<file path="src/rtl/s2p_packer_if.sv">
// Serial-in / parallel-out packer bus: serial I/Q sample stream in, registered parallel block out.
interface s2p_packer_if #(
  parameter int unsigned DATA_WIDTH = 9,
  parameter int unsigned OUT_SIZE   = 16
);
  logic                         din_valid;
  logic signed [DATA_WIDTH-1:0] din_i;
  logic signed [DATA_WIDTH-1:0] din_q;
  logic                         flush;
  logic signed [DATA_WIDTH-1:0] dout_i [OUT_SIZE];
  logic signed [DATA_WIDTH-1:0] dout_q [OUT_SIZE];
  logic                         dout_valid;
  logic                         frame_start;
  logic                         frame_done;
  logic                         busy;

  modport master (
    output din_valid, din_i, din_q, flush,
    input  dout_i, dout_q, dout_valid, frame_start, frame_done, busy
  );

  modport slave (
    input  din_valid, din_i, din_q, flush,
    output dout_i, dout_q, dout_valid, frame_start, frame_done, busy
  );
endinterface

</file>
<file path="src/rtl/s2p_packer.sv">
// Packs OUT_SIZE serial I/Q samples into one registered parallel block and tracks blocks per frame.
// Define S2P_BITREV_EN to place the k-th sample of a block in lane bitrev(k) instead of lane k.
module s2p_packer #(
  parameter int unsigned DATA_WIDTH = 9,
  parameter int unsigned OUT_SIZE   = 16,
  parameter int unsigned NUM_BLK    = 32
) (
  input  logic       clk,
  input  logic       rstn,
  s2p_packer_if.slave bus
);
  localparam int unsigned CNT_W = $clog2(OUT_SIZE);
  localparam int unsigned BLK_W = (NUM_BLK > 1) ? $clog2(NUM_BLK) : 1;
  localparam logic [CNT_W-1:0] LAST_LANE = CNT_W'(OUT_SIZE - 1);
  localparam logic [BLK_W-1:0] LAST_BLK  = BLK_W'(NUM_BLK - 1);

  typedef enum logic {IDLE, FILL} state_t;

  state_t                       state, state_next;
  logic [CNT_W-1:0]             lane_cnt, lane_cnt_next, lane_idx;
  logic [BLK_W-1:0]             blk_cnt, blk_cnt_next;
  logic                         take, blk_done;
  logic signed [DATA_WIDTH-1:0] stage_i [OUT_SIZE];
  logic signed [DATA_WIDTH-1:0] stage_q [OUT_SIZE];

`ifdef S2P_BITREV_EN
  // Reverse the sample ordinal to get its lane
  always_comb begin
    lane_idx = '0;
    for (int b = 0; b < int'(CNT_W); b++) lane_idx[b] = lane_cnt[int'(CNT_W) - 1 - b];
  end
`else
  assign lane_idx = lane_cnt;
`endif

  always_ff @(posedge clk or negedge rstn) begin
    if (!rstn) begin
      state    <= IDLE;
      lane_cnt <= '0;
      blk_cnt  <= '0;
    end else begin
      state    <= state_next;
      lane_cnt <= lane_cnt_next;
      blk_cnt  <= blk_cnt_next;
    end
  end

  // Flush outranks a sample in the same cycle, including a block-completing one
  always_comb begin
    state_next    = state;
    lane_cnt_next = lane_cnt;
    blk_cnt_next  = blk_cnt;
    take          = 1'b0;
    blk_done      = 1'b0;
    if (bus.flush) begin
      state_next    = IDLE;
      lane_cnt_next = '0;
      blk_cnt_next  = '0;
    end else if (bus.din_valid) begin
      take = 1'b1;
      case (state)
        IDLE: begin
          lane_cnt_next = CNT_W'(1);
          state_next    = FILL;
        end
        FILL: begin
          if (lane_cnt == LAST_LANE) begin
            blk_done      = 1'b1;
            lane_cnt_next = '0;
            state_next    = IDLE;
            blk_cnt_next  = (blk_cnt == LAST_BLK) ? '0 : blk_cnt + BLK_W'(1);
          end else begin
            lane_cnt_next = lane_cnt + CNT_W'(1);
          end
        end
        default: state_next = IDLE;
      endcase
    end
  end

  // Staging lanes and output block; the completing sample bypasses staging into the output
  always_ff @(posedge clk or negedge rstn) begin
    if (!rstn) begin
      for (int l = 0; l < int'(OUT_SIZE); l++) begin
        stage_i[l]    <= '0;
        stage_q[l]    <= '0;
        bus.dout_i[l] <= '0;
        bus.dout_q[l] <= '0;
      end
      bus.dout_valid  <= 1'b0;
      bus.frame_start <= 1'b0;
      bus.frame_done  <= 1'b0;
      bus.busy        <= 1'b0;
    end else begin
      for (int l = 0; l < int'(OUT_SIZE); l++) begin
        if (take && (lane_idx == CNT_W'(l))) begin
          stage_i[l] <= bus.din_i;
          stage_q[l] <= bus.din_q;
        end
        if (blk_done) begin
          bus.dout_i[l] <= (lane_idx == CNT_W'(l)) ? bus.din_i : stage_i[l];
          bus.dout_q[l] <= (lane_idx == CNT_W'(l)) ? bus.din_q : stage_q[l];
        end
      end
      bus.dout_valid  <= blk_done;
      bus.frame_start <= blk_done && (blk_cnt == '0);
      bus.frame_done  <= blk_done && (blk_cnt == LAST_BLK);
      bus.busy        <= (state_next == FILL);
    end
  end
endmodule

</file>
<file path="src/flat_wrapper.sv">
// flat-port wrapper written by rule: the top's interface ports become plain ports
module s2p_packer_flat 
#(
  parameter int unsigned DATA_WIDTH = 9,
  parameter int unsigned OUT_SIZE   = 16,
  parameter int unsigned NUM_BLK    = 32
)
  (clk, rstn, bus_din_valid, bus_din_i, bus_din_q, bus_flush, bus_dout_i, bus_dout_q, bus_dout_valid, bus_frame_start, bus_frame_done, bus_busy);
  s2p_packer_if #(.DATA_WIDTH(DATA_WIDTH), .OUT_SIZE(OUT_SIZE)) bus_i ();
  input  logic clk;
  input  logic rstn;
  input wire logic [$bits(bus_i.din_valid)-1:0] bus_din_valid;
  input wire logic [$bits(bus_i.din_i)-1:0] bus_din_i;
  input wire logic [$bits(bus_i.din_q)-1:0] bus_din_q;
  input wire logic [$bits(bus_i.flush)-1:0] bus_flush;
  output wire logic [$bits(bus_i.dout_i)-1:0] bus_dout_i;
  output wire logic [$bits(bus_i.dout_q)-1:0] bus_dout_q;
  output wire logic [$bits(bus_i.dout_valid)-1:0] bus_dout_valid;
  output wire logic [$bits(bus_i.frame_start)-1:0] bus_frame_start;
  output wire logic [$bits(bus_i.frame_done)-1:0] bus_frame_done;
  output wire logic [$bits(bus_i.busy)-1:0] bus_busy;
  assign bus_i.din_valid = bus_din_valid;
  assign bus_i.din_i = bus_din_i;
  assign bus_i.din_q = bus_din_q;
  assign bus_i.flush = bus_flush;
  assign bus_dout_i = {>>{bus_i.dout_i}};
  assign bus_dout_q = {>>{bus_i.dout_q}};
  assign bus_dout_valid = bus_i.dout_valid;
  assign bus_frame_start = bus_i.frame_start;
  assign bus_frame_done = bus_i.frame_done;
  assign bus_busy = bus_i.busy;
  s2p_packer #(.DATA_WIDTH(DATA_WIDTH), .OUT_SIZE(OUT_SIZE), .NUM_BLK(NUM_BLK)) u_core (.clk(clk), .rstn(rstn), .bus(bus_i));
endmodule
</file>
<file path="config.mk">
export PLATFORM = sky130hd
export DESIGN_NAME = s2p_packer_flat
export DESIGN_NICKNAME = d
export VERILOG_FILES = /design/src/rtl/s2p_packer_if.sv /design/src/rtl/s2p_packer.sv /design/src/flat_wrapper.sv
export SDC_FILE = /design/constraint.sdc
export NUM_CORES = 1
export LEC_CHECK = 0
export ABC_AREA = 1
export CORE_UTILIZATION = 55
export DETAILED_ROUTE_END_ITERATION = 7
export GPL_ROUTABILITY_DRIVEN = 0
export GPL_TIMING_DRIVEN = 0
export PLACE_DENSITY = 0.83
export SYNTH_ARGS = -nofsm -noshare
export SYNTH_HDL_FRONTEND = slang
export SYNTH_SLANG_ARGS = --single-unit
export TNS_END_PERCENT = 5
</file>
<file path="constraint.sdc">
create_clock -name clk -period 2.1 [get_ports clk]
set_input_delay 0.315 -clock clk [delete_from_list [all_inputs] [get_ports clk]]
set_output_delay 0.315 -clock clk [all_outputs]
set_load 0.02 [all_outputs]
</file>
==> Word-level counts from Yosys, hierarchy flattened <==
Cells that the tools add are included.
{ "op_classes": {"add_sub_neg": 2, "n_eq_ne": 16, "mux": 51, "bitwise": 1, "n_reduce_logical": 24} }
{ "op_table": {"columns": ["op", "n"], "rows": [
  ["$mux W9", 32],
  ["$eq A4 B4 Y1 const B", 8],
  ["$mux W5", 5],
  ["$logic_and A1 B1 Y1", 18],
  ["$eq A4 B3 Y1 const B", 4],
  ["$mux W4", 3],
  ["$mux W1", 9],
  ["$eq A4 B2 Y1 const B", 2],
  ["$pmux W4 S2", 1],
  ["$reduce_bool A2 Y1", 3],
  ["$add A5 B1 Y5 const B", 1],
  ["$eq A5 B5 Y1 const B", 1],
  ["$logic_not A5 Y1", 1],
  ["$add A4 B1 Y4 const B", 1],
  ["$eq A4 B1 Y1 const B", 1],
  ["$logic_not A4 Y1", 1],
  ["$reduce_and A3 Y1", 1],
  ["$pmux W1 S2", 1],
  ["$not A1 Y1", 1]
]} }
{ "word_totals": {"ff_bits": 589, "in_bits": 22, "out_inout_bits": 292, "elab_cells": 164} }

==> Logic depth before layout (Yosys ltp) <==
{ "depth": {"word_depth": 6, "ltp_mapped": 10, "ltp_nobuf": 9} }

==> Worst setup path before layout <==
Ideal clock, no wire load.
{ "synth_path": {"path_kind": "reg2reg", "from": "register u_core.lane_cnt[0]", "to": "register u_core.stage_q[117] in the netlist's numbering", "setup_time_ns": 0.136, "arrival_ns": 1.629, "required_ns": 1.964, "slack_ns": 0.335, "stages_incl_launch_ff": 9, "n_path_buf": 1, "period_less_slack_ns": 1.765, "path_cell_list": "dfrtp_1 inv_1 ha_1 clkinv_1 nor2_2 nand2_2 clkbuf_1 nand2_1 o21ai_0"} }
{ "synth_between": {"elab_chain_len": 2} }
{ "synth_lines": {"columns": ["item", "line", "rtl"], "rows": [
  ["from (decl)", "s2p_packer.sv:20", "logic [CNT_W-1:0] lane_cnt, lane_cnt_next, lane_idx;"],
  ["from (signal assigned)", "s2p_packer.sv:43", "lane_cnt <= lane_cnt_next;"],
  ["$eq A4 B2 Y1", "s2p_packer.sv:96", "if (take && (lane_idx == CNT_W'(l))) begin"],
  ["$logic_and A1 B1 Y1", "s2p_packer.sv:96", null],
  ["to (signal, indexed assignment)", "s2p_packer.sv:98", "stage_q[l] <= bus.din_q;"],
  ["to (decl)", "s2p_packer.sv:24", "logic signed [DATA_WIDTH-1:0] stage_q [OUT_SIZE];"]
]} }
Every way passes these cells.
A chain may end at the register's enable or synchronous reset.

==> Worst setup path in the final report <==
{ "layout_path": {"from": "register u_core.lane_cnt[0]", "to": "register u_core.bus.dout_i[100]"} }
{ "layout_between": {"elab_chain_len": 5, "word_cells_on_any_way": 7, "cone_classes": "eq/ne (2); mux (5)"} }
{ "layout_lines": {"columns": ["item", "line", "rtl"], "rows": [
  ["$eq A4 B4 Y1", "s2p_packer.sv:67", "if (lane_cnt == LAST_LANE) begin"],
  ["$mux W1", "s2p_packer.sv:67", null],
  ["$mux W1", "s2p_packer.sv:61", "case (state)"],
  ["$mux W1", "s2p_packer.sv:59", "end else if (bus.din_valid) begin"],
  ["$mux W1", "s2p_packer.sv:55", "if (bus.flush) begin"],
  ["to (signal, indexed assignment)", "s2p_packer.sv:101", "bus.dout_i[l] <= (lane_idx == CNT_W'(l)) ? bus.din_i : stage_i[l];"],
  ["to (decl)", "s2p_packer_if.sv:24", "output dout_i, dout_q, dout_valid, frame_start, frame_done, busy"]
]} }
Several ways; a longest one is shown, not always the timed one.

==> impl_results.md <==
- CP delay by family, top: buffers and inverters
- Cts bufs inserted: 55
- Failing checks: hold timing, setup timing
- Port bufs: 299
- Hold WC Path Type: input port to asynchronous set/reset pin
- Pin count of the biggest net entering global routing: 129
- Reg2reg start: u_core.lane_cnt[0]
- Clock sink count: 589
- Clock buffer depth: 3
- Total nets after synthesis: 2,641
- Synth unique cells: 24
- Synth area leaders: dfrtp_1 (63%), nand2_1 (15%), o21ai_0 (11%), inv_1 (2.5%), a21oi_1 (1.9%)
- Comb pwr share: 6.0%
- Commonest cells in the synthesized netlist: nand2_1 (946), dfrtp_1 (589), o21ai_0 (493)
- Critical Path Fanout Max: 10
- Cell area after synthesis: 23,400 sq um
- Routed vias: 20.2k
- Synth area leader: dfrtp_1
- Max Clk Rate: 467 MHz
- Clock power frac: 43.1%
- Run status: finished with violations
- Crit start category: flip-flop
- Drt initial violations: 2,017
- Pwr Density: 819 nW/um^2
- CORE AREA: 41,900 sq um
- Full die area: 43,400 sq um
- Slew Limit Fails: 0
- Synth warnings: 0
- Hold slack final: -0.293 ns
- Area Growth Syn to Fin: 25.2%
- Inst Count DP: 3,454
- RSZ-0062 raised after global routing: yes
- Routed met3 length: 6160 um
- Pre-CTS setup slack: -0.615 ns
- Metal2 WL: 32,300 um
- Post-synth top area share: 62.9%
- Number of enable flip-flop cells after synthesis: 0
- Crit-path max cell delay: 0.47 ns
- Final wirelength: 70,200 um
- Clock Tree Root: clkbuf_16
- WP data required: 2.64 ns
- Slowest CP cell: clkbuf_1
- Clock-pin transition on the worst setup and hold timing paths: 0.06 ns
- Clk_lat worst skew: 0.61 ns
- Non-filler cells, final: 3,559
- P_int: 0.0184 W
- Primary FF master, synth: dfrtp_1
- Via density: 5.68
- DR WL/cell: 19.7 um
- Layout cells sized above 1: 8.02%
- R2R Setup Slk: -0.04 ns
- Period utilisation layout: 102%
- Total net switching power: 0.00561 W
- Slew @ Worst Pin: 0.963 ns
- Cell with the most instances after synthesis: nand2_1
- Final Total Pwr: 0.0240 W
- Final instance area: 29,300 sq um
- Initial Utilization: 55.8%
- DIE WIDTH: 208 um
- Most used cell, CP: nand2_1
- Pleak: 14.8 nW
- Worst Setup SP: u_core.lane_cnt[0]
- Fin. Hold Viols: 92
- TNS Setup: -0.300 ns
- Nets: 3,007
- IO Pins: 314
- Drt pass-1 iters: 6
- Async SR Flop Fraction: 100%
- Max Clock Skew: 0.0204 ns
- Critical path class: flip-flop to flip-flop
- M1 WL: 27,800 um
- Slew headroom: 35.8%
- GRT Total Usage: 32.4%
- Number of global-route vias before repair: 19.7k
- CP Data Arrival Time: 2.68 ns
- Bufs and invs on worst path: 3
- Mapped Cells: 2,611
- CTS tree: built
- Sequential Power Share: 50.9%
- Peak VDD IR: 0.534 mV
- Max Cap Viol: 0
- Sequential fraction of the synthesis area: 62.9%
- Switching portion of total power: 23.4%
- Antenna viol nets, final: 0
- Worst setup margin: -0.0402 ns
- Initial antenna violation count: 2
- Number of synthesized register bits: 589
- Worst path cell trace: ha_1, nand3_2, nor2_2, inv_1, clkbuf_2, clkbuf_1, nand2_1, nand2_1
- CTS H-tree depth: 2
- Global-route wire length before repair: 108,000 um
- Final Critical Period: 2.14 ns
- Setup violators final: 18
- Top layer used by detailed routing: met5
- Rows: 75
- Grt ovf: 0
- Post-DP Area: 27,200 sq um
- Remaining DRCs: 0
- Crit path capture type: flip-flop
- Die height: 208 um
- DP HPWL: 48,900 um
- Syn_area_per_cell: 8.97 sq um
## area by class of cell
| class | instances | area [sq um] |
|---|---|---|
| diodes | 1 | 2.50 |
| plain buffers | 176 | 831 |
| clock buffers | 80 | 1640 |
| clock inverters | 19 | 240 |
| fillers | 3003 | 12600 |
| inverters | 163 | 619 |
| multi-input cells | 1683 | 7380 |
| flip-flops and latches | 589 | 14700 |
| well taps | 539 | 674 |
| repair buffers | 309 | 3190 |
## worst paths after layout
path | endpoint | depth (start not counted)
min | u_core.bus.dout_q[67] | 1
max in group asynchronous | u_core.bus.dout_q[13] | 4
min reg2reg | u_core.bus.dout_q[0] | 2
min in group clk | u_core.stage_q[27] | 3
max reg2reg | u_core.bus.dout_i[100] | 8
max | u_core.bus.dout_i[100] | 8
## sequential cells by signal (all words and copies together) (netlist names)
register and flops:
u_core.state 1, u_core.bus.frame_done 1, u_core.lane_cnt 4, u_core.bus.frame_start 1, u_core.blk_cnt 5, u_core.bus.dout_i 144
u_core.bus.dout_valid 1, u_core.stage_i 144, u_core.bus.dout_q 144, u_core.stage_q 144
## power groups by stage
| stage | Combinational [W] | Clock (W) | Sequential [W] |
|---|---|---|---|
| after detailed placement | 0.00140 | 0 | 0.0124 |
| final | 0.00144 | 0.0103 | 0.0122 |
| after global placement | 0.00128 | 0 | 0.0124 |
| after floorplan | 0.000619 | 0 | 0.0124 |
| after global routing | 0.00160 | 0.0108 | 0.0123 |
| after CTS | 0.00142 | 0.0104 | 0.0122 |
## cell families after synthesis
kind of cell | Yosys count | synth area share [%]
fa+ha+maj | 8 | 0.427
compound gates | 583 | 12.5
flops | 589 | 62.9
xor+xnor | 2 | 0.0748
buf+inv | 339 | 5.90
simple gates | 1090 | 18.2
## per-stage QoR
step / util, % / hold WS (ns)
floorplan: - / 0.0194
global placement: 64.6 / 0.453
detailed placement: 64.9 / 0.384
CTS: 69.6 / -0.271
global route: 69.9 / -0.221
finish: 69.9 / -0.293
## per-layer routing
layer	vias to the layer above	track usage, %
met2	1096	50.0
met4	2	17.7
li1	8967	-
met3	214	4.92
met1	9946	44.5
met5	-	0
## placed cells by master, fill, tap and decap left out, types with 2 or more instances in the layout
cell type and n:
clkbuf_2 20, nor2_4 10, clkbuf_8 15, inv_4 3, nor3_4 8, bufinv_16 5
buf_4 9, nand3_1 10, a21oi_1 88, nor2_1 93, buf_2 62, buf_16 5
clkdlybuf4s50_1 298, clkbuf_16 56, clkinv_2 10, clkinvlp_4 2, clkbuf_1 85, o21ai_0 493
nand2_2 8, buf_6 2, buf_1 2, o22ai_1 2, nor2_2 11, ha_1 8
dfrtp_1 589, inv_2 2, nand2_1 946, inv_1 157, clkbuf_4 9
## timing repair
item                                    in CTS  in global routing
hold endpoints to repair                    92                 92
endpoints found under the setup margin     379                459
setup buffers                                0                  5
gates resized for setup                     28                 48
pin swaps                                    0                  3
Note: power is estimated with default switching activity, not from simulation.
